$ cat config.mk
export PLATFORM = sky130hd
export DESIGN_NAME = serial_digit_adder
export DESIGN_NICKNAME = d
export VERILOG_FILES = /design/src/rtl/adder_pkg.sv /design/src/rtl/digit_adder.sv /design/src/rtl/serial_digit_adder.sv
export SDC_FILE = /design/constraint.sdc
export NUM_CORES = 1
export LEC_CHECK = 0
export CAP_MARGIN = 10
export CORE_MARGIN = 2
export CORE_UTILIZATION = 30
export CTS_CLUSTER_DIAMETER = 120
export DETAILED_ROUTE_END_ITERATION = 7
export GPL_ROUTABILITY_DRIVEN = 0
export MAX_ROUTING_LAYER = met4
export SYNTH_ARGS = -nofsm -noshare
export SYNTH_HDL_FRONTEND = slang
export SYNTH_SLANG_ARGS = --single-unit
$ cat constraint.sdc
create_clock -name clk -period 1.5 [get_ports clk]
set_input_delay 0.15 -clock clk [delete_from_list [all_inputs] [get_ports clk]]
set_output_delay 0.15 -clock clk [all_outputs]
set_load 0.01 [all_outputs]
$ cat src/rtl/adder_pkg.sv
// Shared types and helpers for the ripple-adder family.
// The serial digit adder's optional overflow output is enabled by SERIAL_ADDER_OVF_EN.
package adder_pkg;

  typedef enum logic [1:0] {
    IDLE,
    RUN,
    DONE
  } sadd_state_t;

  // The counter has to hold the values 0..NDIG.
  function automatic int cnt_width(input int ndig);
    return $clog2(ndig + 1);
  endfunction

endpackage

$ cat src/rtl/digit_adder.sv
// Combinational D-bit ripple adder slice used once per cycle by the serial adder.
// c_msb is the carry into the top bit, which lets the caller derive signed overflow.
module digit_adder #(
  parameter int D = 2
) (
  input  logic [D-1:0] a,
  input  logic [D-1:0] b,
  input  logic         cin,
  output logic [D-1:0] s,
  output logic         cout,
  output logic         c_msb
);

  // Ripple the carry from bit 0 upward, noting the carry entering the top bit.
  always_comb begin
    logic c;
    s     = '0;
    c_msb = 1'b0;
    c     = cin;
    for (int i = 0; i < D; i++) begin
      if (i == D - 1) c_msb = c;
      s[i] = a[i] ^ b[i] ^ c;
      c    = (a[i] & b[i]) | (c & (a[i] ^ b[i]));
    end
    cout = c;
  end

endmodule

$ cat src/rtl/serial_digit_adder.sv
// Multi-cycle N-bit adder that adds D bits per clock through one digit_adder slice.
// Operands arrive and results leave over valid/ready handshakes.
// Define SERIAL_ADDER_OVF_EN to add the registered signed-overflow output.
module serial_digit_adder
  import adder_pkg::*;
#(
  parameter int N = 6,
  parameter int D = 2
) (
  input  logic         clk,
  input  logic         rst,
  input  logic         in_valid,
  output logic         in_ready,
  input  logic [N-1:0] A,
  input  logic [N-1:0] B,
  input  logic         carry_in,
  output logic         out_valid,
  input  logic         out_ready,
  output logic [N-1:0] sum,
  output logic         carry_out
`ifdef SERIAL_ADDER_OVF_EN
  ,
  output logic         overflow
`endif
);

  localparam int NDIG = N / D;
  localparam int CW   = cnt_width(NDIG);
  localparam logic [CW-1:0] LAST = CW'(NDIG - 1);

  if ((N % D) != 0 || D < 1 || D > N) begin : g_bad_params
    $error("serial_digit_adder: N must be a positive multiple of D with 1 <= D <= N");
  end

  sadd_state_t   state;
  sadd_state_t   next_state;
  logic [CW-1:0] cnt;
  logic [N-1:0]  op_a;
  logic [N-1:0]  op_b;
  logic [N-1:0]  acc;
  logic [N-1:0]  acc_next;
  logic          carry_q;
  logic [D-1:0]  dsum;
  logic          dcout;
  logic          dcmsb;
  logic          last_digit;

  digit_adder #(
    .D(D)
  ) u_digit (
    .a    (op_a[D-1:0]),
    .b    (op_b[D-1:0]),
    .cin  (carry_q),
    .s    (dsum),
    .cout (dcout),
    .c_msb(dcmsb)
  );

  // New digit enters at the top, so after NDIG shifts digit 0 sits at bits D-1:0.
  assign acc_next   = N'({dsum, acc} >> D);
  assign last_digit = (cnt == LAST);

`ifdef SERIAL_ADDER_OVF_EN
  logic ovf_q;
  assign overflow = ovf_q;
`else
  logic unused_c_msb;
  assign unused_c_msb = dcmsb;
`endif

  // State register.
  always_ff @(posedge clk or posedge rst) begin
    if (rst) state <= IDLE;
    else     state <= next_state;
  end

  // Next-state and handshake outputs; in_ready is suppressed while reset is held.
  always_comb begin
    next_state = state;
    in_ready   = 1'b0;
    out_valid  = 1'b0;
    case (state)
      IDLE: begin
        in_ready = !rst;
        if (in_valid) next_state = RUN;
      end
      RUN: begin
        if (last_digit) next_state = DONE;
      end
      DONE: begin
        out_valid = 1'b1;
        if (out_ready) next_state = IDLE;
      end
      default: next_state = IDLE;
    endcase
  end

  // Datapath: load operands, step one digit per cycle, publish the result on the last digit.
  always_ff @(posedge clk or posedge rst) begin
    if (rst) begin
      cnt       <= '0;
      op_a      <= '0;
      op_b      <= '0;
      acc       <= '0;
      carry_q   <= 1'b0;
      sum       <= '0;
      carry_out <= 1'b0;
`ifdef SERIAL_ADDER_OVF_EN
      ovf_q     <= 1'b0;
`endif
    end else begin
      case (state)
        IDLE: begin
          if (in_valid) begin
            op_a    <= A;
            op_b    <= B;
            carry_q <= carry_in;
            cnt     <= '0;
          end
        end
        RUN: begin
          op_a    <= op_a >> D;
          op_b    <= op_b >> D;
          acc     <= acc_next;
          carry_q <= dcout;
          cnt     <= cnt + CW'(1);
          if (last_digit) begin
            sum       <= acc_next;
            carry_out <= dcout;
`ifdef SERIAL_ADDER_OVF_EN
            ovf_q     <= dcmsb ^ dcout;
`endif
          end
        end
        default: ;
      endcase
    end
  end

endmodule
==> run summary, run 1 <==
The flow ran to the end, but the final reports show violations. The checks that failed: negative setup slack. The post-route clock period utilization works out to 1.02.

The clock buffer count from CTS is 3, and the largest fanout of any net on the critical path is 2. The startpoint type of the worst setup path was a flop. Clock skew on the completed layout was measured at 3.21 ps. Yosys printed 0 warnings. The run gives 948 as the number of global-route vias before repair. The core occupancy in the finished layout was 0.425; the initial antenna violation count was 0. The total of hold buffers inserted after clock tree synthesis came out at 0. For this run, the leading register cell type out of synthesis is dfrtp_1. The number of nets in the synthesized netlist is 135. The global-route total usage across every layer was 0.130; the hold violation count in the final report was 0. Yosys mapped the design onto 30 distinct sky130hd cell types. Tracing the worst setup path back leads to its startpoint at op_b[0]. The proportion of register bits with asynchronous set or reset after synthesis is 1.00. Setup violations remaining at the end of the flow were counted as 3. The signal on the critical path passes through inv_2 -> fa_2 -> fa_2 -> o21ai_1.

By count the netlist is led by dfrtp_1 (28), o22ai_1 (12), inv_1 (10). CTS placed an instance of clkbuf_8 at the clock tree root. The wire length of the first global-routing pass was 4.39 mm. Timing would allow up to 0.656 GHz.

The routed design could run at a clock period as short as 1520 ps. By area the synthesized netlist is led by dfrtp_1 (55%), o22ai_1 (5.9%), o21ai_0 (3.6%). For this run, the slowest stage of the critical path takes 540 ps. The total placed cells including tap cells came out at 194.

The cell that appears most often on the critical path is fa_2. Setup repair after global routing could not meet its margin everywhere. The first detailed-routing pass ran for 4 iterations.

The category of the most critical setup path was reg2reg. The filler cells instantiated in the layout total 393. The aggregate global routing overflow came out at 0. The critical path crosses 4 cells after its start point. Broken down by cell family, the worst path's largest delay share belongs to adder cells.

The tools report the final count of pins violating max slew as 0. The buffer and inverter count on the worst path is 1, and the number of synthesized flops with an enable pin is 0. Entering global routing, the biggest net connects 29 pins. The register clock-pin slew on the reported worst setup and hold paths came out at 90 ps.

After the last flow step, the layout net total stands at 174. The logs give 1270 µm² for the combined area of all synthesized cells and 0.767 for the headroom to the max-slew limit. In this run the tool buffered the top-level ports with 25 buffer cells. The class of the tightest hold or removal check is in2async. The run gives 2 as the buffer depth of the longest clock path. The reported leakage power was 0.761 nW. In this run the standard cell core region covers 4030 µm². The portion of the post-synthesis area used by sequential elements was 0.553; the actual transition at the worst max-transition pin was 350 ps. The wire-length estimate of the detail-placed layout is 2.03 mm. After detailed routing, the number of vias per cell comes to 4.89. The detail route stage leaves a number of antenna-violating nets equal to 0.

The critical path ends at sum[5]. The die outline area is 4760 µm². The fraction of layout cells with a size suffix above 1 is 0.242. The worst-case register-to-register setup slack came out at -20 ps.

The library cell with the largest summed area after synthesis is dfrtp_1. The depth of the most critical reg-to-reg path was 4; the synthesis-stage register bit count was 28. The proportion of netlist area held by the largest area contributor came out at 0.553. 0 antenna diodes ended up in the layout.

Dividing total power by cell area gives a power density of 2160 nW/µm². The H-tree depth came out at 1. The worst endpoint data arrival time came out at 1680 ps.

The tools report the DRC violation count after routing as 0. The slack of the critical path was -24.8 ps. For the iteration-0 DRC count of the detailed router, the log shows 20. After detailed routing, the average wire length per cell comes to 13.2 µm. The routed layout has 992 vias. TritonCTS built the clock tree. Leaving out filler cells and counting taps, the final layout contains 203. The height of the chip is 69.0 µm. The most common cell in the synthesized netlist is dfrtp_1.

The count of mapped cells out of synthesis came out at 115. The logs give 0 for the count of maximum capacitance violations and 28 for the number of sinks handled by clock tree synthesis. The worst setup path is captured at a flop. In this run the core area contains 23 standard-cell rows.

The sum of routed wire length over all layers was 2.68 mm. The tools report the I/O pin count as 26. The worst register-to-register path ends at sum[5]. The worst-case IR drop observed on VDD is 0.540 mV. For the initial cell density of the core, the log shows 0.314. STA puts the critical path data required time at 1660 ps.

The mean instance size in the synthesized netlist works out to 11.0 µm². Library cell contributing the largest single delay on the critical path: fa_2. At the later pin of the worst-skew pair, clock insertion delay measures 270 ps. The worst register-to-register path begins at op_b[0]. The die boundary width was 69.0 µm; the area growth from synthesis to layout was 35.2%.
-- tightest hold or removal path, cell delays in order --
cell and delay (ps):
clkdlybuf4s50_1 420, inv_1 60, buf_4 320
-- per-stage QoR --
step	power, mW	setup slack [ps]	cell area [µm²]	TNS [ps]	hold slack (ps)
2_1_floorplan	2.52	4.57	1270	0	215
3_3_place_gp	3.05	-2.26	1610	-2.26	462
3_5_place_dp	3.11	-74.8	1610	-193	464
4_1_cts	3.68	-35.1	1700	-87.7	275
5_1_grt	4.01	-69.6	1710	-192	294
6_report	3.69	-24.8	1710	-62.0	259
-- report_power, final --
group	internal, mW	total, mW	switching, mW
registers	1.13	1.36	0.228
logic	1.00	1.86	0.864
clock network	0.235	0.466	0.231
-- repair_timing --
action,CTS,global route
buffers inserted,3,2
pin swaps,2,2
resized for setup,8,4
cloned,0,0
endpoints found under the setup margin,5,10
-- cell families (layout without fill, tap and decap cells) --
kind of cell / Yosys count / in the layout / synth area share
adders and majority gates: 3 / 3 / 0.0415
and+or+nand+nor: 23 / 23 / 0.0899
muxes: 6 / 6 / 0.0622
DFF: 28 / 28 / 0.553
AOI/OAI and AO/OA: 39 / 39 / 0.188
buffers and inverters: 16 / 54 / 0.0652
-- cells in the final DEF (no fill, tap or decap), types with 2 or more instances in the layout --
cell             synthesis  layout
nand2_1                  9       9
o22ai_1                 12      12
mux2_4                   3       3
a21oi_1                  8       8
fa_2                     0       2
nor2_1                   5       5
clkbuf_8                 0       4
dfrtp_2                  0       2
inv_1                   10       8
o21ai_0                  9       7
o21ai_1                  3       5
dfrtp_1                 28      26
inv_2                    0       2
mux2_2                   3       3
clkdlybuf4s50_1          0      23
buf_4                    1      15
-- registers in the layout, summed over array words and instances, names as in the netlist --
signal / flops
acc: 4
carry_out: 1
carry_q: 1
cnt: 2
op_a: 6
op_b: 6
state: 2
sum: 6
-- cell type report --
cell class	count	area, µm²	share of cell area
clock buffers	4	55.1	0.0322
inverters	10	37.5	0.0219
multi-input cells	71	497	0.290
flip-flops and latches	28	703	0.411
well taps	50	62.6	0.0365
repair buffers	40	357	0.208
-- how the worst min path moves through the flow --
stage,to,slack [ps],depth (start not counted)
after floorplan,acc[2],220,1
after detailed placement,cnt[0],460,1
after global routing,state[0],290,3
after global placement,cnt[0],460,1
after CTS,cnt[0],270,3
final,cnt[0],260,3
-- per-layer routing --
layer / global-route usage / up-vias / share of wire
li1: - / 484 / -
met1: 0.162 / 485 / 0.45
met2: 0.212 / 18 / 0.50
met3: 0.0195 / 5 / 0.033
met4: 0.0515 / 0 / 0.018
met5: - / - / 0
Power figures use the tool's default switching activity.
==> inputs of run 2 (changes only) <==
CORE_ASPECT_RATIO = 0.5   (was unset)
==> run summary, run 2 (synthesis gave the netlist of run 1 again) <==
The run finished, with violations left. The final reports fail on negative setup slack. The worst register-to-register path ends at acc[5]. The tools report the total inserted antenna cells as 0 (unchanged). Library cell appearing most often on the critical path: fa_2.

The logs give 2 (-1) for the final number of setup-violating endpoints and 5.42 ps (+2.21 ps) for the worst clock skew on the final layout. The clock buffer count from CTS was 3 (unchanged); the reported leakage power was 0.773 nW (+1.5%). The maximum single-stage delay on the critical path is 530 ps (about the same).

The final count of pins violating max slew is 0 (unchanged), and the per-cell routed wire length is 12.9 µm (-2.0%). The run gives 973 (-1.9%) as the via count. The tools report the startpoint type of the worst setup path as a flop. The part of the total power dissipated in the clock network came out at 0.154 (+0.028). The run gives -40.0 ps (+21.9 ps) as the sum of negative setup slack. The largest registers in the layout are op_a: 6 flops, op_b: 6 flops, sum: 6 flops.

The tools report the buffer depth of the longest clock path as 2 (unchanged). For the half-perimeter wire length after placement, the log shows 2.02 mm (-0.63%). Post-route clock period utilization: 1.02 (about the same). The worst setup path is of the reg2reg kind. The placement row count is 16 (-30%), and the sum of routed wire length over all layers is 2.67 mm (about the same). The fraction of layout cells with a size suffix above 1 works out to 0.222 (-0.0196). The H-tree depth is 1 (unchanged). For the maximum number of pins on one net before global-route repair, the log shows 29 (unchanged).

The logs give 0.318 (+0.00355) for the initial cell density of the core and 1660 ps (about the same) for the data required time of the critical path. The worst setup path is captured at a flop. The wire length of the first global-routing pass is 4.60 mm (+4.7%).

The number of sinks handled by clock tree synthesis is 28 (unchanged), and the initial antenna violation count is 0 (unchanged). The iteration-0 DRC count of the detailed router was 60 (+200%); the register clock-pin slew on the reported worst setup and hold paths was 100 ps (about the same). The tools report the met2 track demand over resource in global routing as 0.203 (-0.00874).

The min-delay analysis places its worst path in the category in2async. The depth of the most critical reg-to-reg path came out at 4 (unchanged). Setup repair after global routing could not meet its margin everywhere.

The minimum clock period came out at 1520 ps (-1.33 ps). Most frequent standard cell in the layout excluding fill and tap cells: dfrtp_1. The start point of the critical path is carry_q. The slack of the critical path is -23.4 ps (+1.33 ps). The most used routing layer was met2. The worst-case register-to-register setup slack came out at -20 ps (about the same). The met1 global-route usage was 0.163 (+0.00104). The worst endpoint data arrival time is 1690 ps (about the same), and the combinational power share is 0.484 (-0.021). The maximum VDD drop is 0.757 mV (+40%), and the maximum clock frequency is 0.656 GHz (about the same).

Height of the chip: 49.9 µm (-28%). The final net count is 174 (unchanged). The total internal power is 2.48 mW (+4.9%).

The actual transition at the worst max-transition pin is 382 ps (+31.8 ps), and the total of hold buffers inserted after clock tree synthesis is 0 (unchanged). The die boundary width came out at 95.9 µm (+39%). The cell sitting at the root of the clock tree is a clkbuf_8.

The detailed-routing iteration count for the pre-antenna-repair pass was 4 (unchanged); the count of nets left with antenna violations after detail routing was 0 (unchanged). The aggregate global routing overflow was 0 (unchanged); the reported net switching power was 1.33 mW (+0.18%). The largest fanout of any net on the critical path was 2 (unchanged).

The DRC violation count after routing is 0 (unchanged), and the power consumption is 3.81 mW (+3.2%). TritonCTS built the clock tree. The I/O pin count is 26 (unchanged).

Number of global-route vias before repair: 1001 (+5.6%). For the global-route total usage across every layer, the log shows 0.129 (-0.00101). The power per cell area was 2200 nW/µm² (+2.0%). The area of the placeable core was 3980 µm² (-1.1%); the headroom to the max-slew limit was 0.745 (-0.0217). The slowest stage of the critical path belongs to the cell fa_2. The ratio of routed vias to standard cells is 4.70 (-3.8%). Launch point of the worst reg-to-reg path: carry_q. The worst-skew pair later-pin latency was 270 ps (about the same).

The count of input and output buffers is 25 (unchanged). The top cell types in the final layout, fill and taps aside, are dfrtp_1 (27), clkdlybuf4s50_1 (23), buf_4 (15). Relative to the synthesized area, the layout overhead comes to 36.9%. The tools report the hold violation count in the final report as 0 (unchanged). The count of maximum capacitance violations was 0 (unchanged); the fraction of power spent switching nets was 0.348 (-0.0106). The logs give 0.361 (-0.008) for the part of the total power dissipated in sequential elements and 4790 µm² (+0.67%) for the die outline area. The run gives 0.0321 (+0.0126) as the fraction of met3 tracks used by global routing. Walking the worst path, the cells encountered are inv_1 -> fa_2 -> fa_2 -> o21ai_0.
run 2: cell count changes in the layout (fill, tap and decap cells not counted), sizes merged:
cell	change
dlygate4sd2	+1
clkbuf	-2
bufinv	+1
run 2: how the worst max path moves through the flow:
stage | to | slack (ps) | depth (start not counted)
floorplan | acc[5] | 5 | 4
global placement | sum[5] | 4 | 4
detailed placement | acc[5] | -50 | 4
CTS | acc[5] | -20 | 4
global route | sum[5] | -60 | 4
finish | acc[5] | -20 | 4
run 2: layout make-up:
class | instances | area (µm²)
multi-input cells | 71 | 494
repair buffers | 40 | 360
inverters | 10 | 37.5
flip-flops and latches | 28 | 702
fillers | 368 | 2250
well taps | 54 | 67.6
clock buffers | 3 | 41.3
clock inverters | 1 | 30.0
run 2: metal layers:
layer  routed length [µm]  share of wire
met2                 1300           0.49
met5                    0              0
met4                   22         0.0082
met3                   95          0.036
met1                 1250           0.47
run 2: timing repair:
item / CTS / global route
pin swaps: 1 / 1
cloned: 0 / 0
resized for setup: 5 / 1
setup endpoints to repair: 5 / 3
buffers inserted: 2 / 2
run 2: worst max-delay path: cells and delay by family (launching register included):
kind	cells	cell delay, ps
buf+inv	1	80
compound gates	1	80
fa+ha+maj	2	880
flops	1	360
run 2: per-stage QoR:
stage / cells / util / cell area, µm² / setup WS [ps] / hold WS [ps]
finish: 207 / 0.435 / 1730 / -23.4 / 252
global route: 207 / 0.435 / 1730 / -60.6 / 318
CTS: 205 / 0.430 / 1710 / -19.6 / 267
detailed placement: 199 / 0.408 / 1630 / -52.9 / 471
global placement: 199 / 0.408 / 1630 / 3.70 / 463
floorplan: 115 / - / 1270 / 4.57 / 215
run 2: power by group through the flow:
stage                     clock, mW  combinational [mW]  sequential (mW)
final                         0.588                1.84             1.38
after global routing          0.632                2.07             1.42
after CTS                     0.602                1.81             1.38
after detailed placement          0                1.77             1.39
after global placement            0                1.73             1.37
after floorplan                   0                1.16             1.36
==> inputs of run 3 (changes only) <==
CORE_MARGIN = unset   (was 2)
==> run summary, run 3 (synthesis gave the netlist of run 1 again) <==
The run finished, with violations left. The checks that failed: negative setup slack. For the total of hold buffers inserted after clock tree synthesis, the log shows 0 (unchanged). In this run the most used layer during global routing was met2. The reported net switching power was 1.35 mW (+1.8%).

The cell family contributing the most delay on the critical path is adder cells. The half-perimeter wire length after placement was 1.94 mm (-3.6%). The maximum VDD drop is 0.608 mV (-20%), and the count of placed standard cells in the final layout, fillers left out is 206 (-0.48%).

The part of the total power dissipated in sequential elements was 0.357 (-0.004); the area of the placeable core was 3960 µm² (-0.50%). For the via count, the log shows 983 (+1.0%). The die outline area is 4500 µm² (-6.0%). The final number of setup-violating endpoints was 2 (unchanged). Setup repair after global routing could not meet its margin everywhere. The run gives 2.49 mW (+0.31%) as the total internal power. The register clock-pin slew on the reported worst setup and hold paths is 100 ps (about the same). The I/O pin count is 26 (unchanged), and the power per cell area is 2220 nW/µm² (+0.90%). The final net count is 173 (-0.57%). The library cells used most frequently in the layout, excluding fill and tap cells, are dfrtp_1 (27), clkdlybuf4s50_1 (23), buf_4 (14). The library cell contributing the largest single delay on the critical path was fa_2. The worst-case register-to-register setup slack is -20 ps (about the same). STA classifies the critical path endpoint as a flop. The tools report the hold violation count in the final report as 0 (unchanged). The actual transition at the worst max-transition pin was 390 ps (+8.85 ps); the clock buffer count from CTS was 3 (unchanged). The tools report the final count of pins violating max slew as 0 (unchanged).

Wire length of the first global-routing pass: 4.10 mm (-11%). The worst setup path is launched from a flop. Post-route clock period utilization: 1.02 (about the same).

The worst register-to-register path begins at carry_q. The buffer and inverter count on the worst path came out at 1 (unchanged). The height of the chip was 47.9 µm (-4.0%).

The buffer depth of the longest clock path was 2 (unchanged); the count of maximum capacitance violations was 0 (unchanged). The minimum clock period came out at 1520 ps (+0.889 ps). The worst hold path belongs to the class in2async. The total placed cells including tap cells is 199 (unchanged). The count of nets left with antenna violations after detail routing is 0 (unchanged), and the detailed-routing iteration count for the pre-antenna-repair pass is 4 (unchanged). The reported leakage power is 0.768 nW (-0.56%), and the fraction of power spent switching nets is 0.351 (+0.00334). Count of input and output buffers: 25 (unchanged).

The H-tree depth is 1 (unchanged), and the combinational power share is 0.490 (+0.006). The tools report the placement row count as 16 (unchanged). Library cell appearing most often on the critical path: fa_2. The library cell used most frequently in the layout, excluding fill and tap cells, is dfrtp_1.

The placement-stage worst setup slack was -56.1 ps (-3.19 ps). Per-cell routed wire length: 12.7 µm (-1.8%). The met1 global-route usage was 0.163 (+0.000295). In this run the worst setup path begins at carry_q.

The cell sitting at the root of the clock tree is a clkbuf_8. The logs give 0 (unchanged) for the aggregate global routing overflow and 7.36 ps (+1.94 ps) for the worst clock skew on the final layout. The slack of the critical path is -24.3 ps (-0.889 ps), and the largest fanout of any net on the critical path is 2 (unchanged). The signal on the critical path passes through inv_2 -> fa_2 -> fa_2 -> o21ai_1. The largest registers in the layout are op_a: 6 flops, op_b: 6 flops, sum: 6 flops. The tools report the initial cell density of the core as 0.319 (+0.00161). The logs give 0.656 GHz (about the same) for the maximum clock frequency and 28 (unchanged) for the number of sinks handled by clock tree synthesis. Worst-skew pair later-pin latency: 270 ps (about the same). The maximum single-stage delay on the critical path is 550 ps (+20 ps), and the depth of the most critical reg-to-reg path is 4 (unchanged).

The total inserted antenna cells was 0 (unchanged); the met2 track demand over resource in global routing was 0.212 (+0.00888). The cell depth of the worst setup path was 4 (unchanged). Fraction of layout cells with a size suffix above 1: 0.230 (+0.00804). The part of the total power dissipated in the clock network is 0.153 (about the same).

The maximum number of pins on one net before global-route repair came out at 29 (unchanged). The run gives 0.739 (-0.00591) as the headroom to the max-slew limit. The run gives 1700 ps (about the same) as the worst endpoint data arrival time. The initial antenna violation count is 0 (unchanged). The DRC violation count after routing was 0 (unchanged). Number of global-route vias before repair: 879 (-12%).

The run gives 1670 ps (about the same) as the data required time of the critical path. The iteration-0 DRC count of the detailed router is 35 (-42%). Category of the most critical setup path: reg2reg. The die boundary width is 93.9 µm (-2.1%), and the fraction of met3 tracks used by global routing is 0.0286 (-0.00354). The run gives 0.125 (-0.00350) as the global-route total usage across every layer. For the sum of routed wire length over all layers, the log shows 2.61 mm (-2.3%). The area growth from synthesis to layout works out to 36.8% (about the same). The tools report the capturing point of the worst reg2reg path as acc[5]. The ratio of routed vias to standard cells came out at 4.77 (+1.5%).

TritonCTS built the clock tree. The end point of the critical path is acc[5].
run 3: how the worst min path moves through the flow:
stage	startpoint	end	slack, ps	cells after the start
2_1_floorplan	rst	acc[2]	220	1
3_3_place_gp	cnt[0]	cnt[0]	460	1
3_5_place_dp	cnt[0]	cnt[0]	470	1
4_1_cts	rst	state[1]	260	3
5_1_grt	rst	state[0]	310	3
6_report	rst	state[0]	260	3
run 3: area by class of cell:
class                           count  area (µm²)
Sequential cell                    28         702
Tap cell                           54        67.6
Fill cell                         383        2230
Clock inverter                      1        30.0
Clock buffer                        3        41.3
Inverter                           10        37.5
Timing Repair Buffer               39         353
Multi-Input combinational cell     71         500
run 3: metal layers:
metal / wire (µm) / share of wire / up-vias
li1: - / - / 486
met1: 1270 / 0.49 / 479
met2: 1230 / 0.47 / 18
met3: 115 / 0.044 / 0
met4: 0 / 0 / 0
met5: 0 / 0 / -
run 3: worst min-delay path: cells and delay by family:
family / cells / cell delay (ps)
buffers and inverters: 3 / 790
run 3: power groups by stage:
stage          Clock (mW)  Sequential, mW  Combinational [mW]
6_report            0.587            1.37                1.88
5_1_grt             0.636            1.42                2.07
4_1_cts             0.608            1.37                1.86
3_5_place_dp            0            1.38                1.77
3_3_place_gp            0            1.37                1.73
2_1_floorplan           0            1.36                1.16
run 3: timing repair:
action / CTS / global route
pin swaps: 4 / 3
gates resized for setup: 9 / 1
endpoints found under the setup margin: 5 / 3
buffers inserted: 2 / 1
cloned: 0 / 0
run 3: metrics by stage:
| step | utilization | hold WS [ps] | area [µm²] | power, mW | setup TNS, ps |
|---|---|---|---|---|---|
| floorplan | - | 215 | 1270 | 2.52 | 0 |
| global placement | 0.410 | 461 | 1630 | 3.10 | 0 |
| detailed placement | 0.410 | 466 | 1630 | 3.15 | -111 |
| CTS | 0.434 | 263 | 1720 | 3.84 | -57.2 |
| global route | 0.437 | 314 | 1730 | 4.13 | -127 |
| finish | 0.437 | 255 | 1730 | 3.84 | -47.9 |
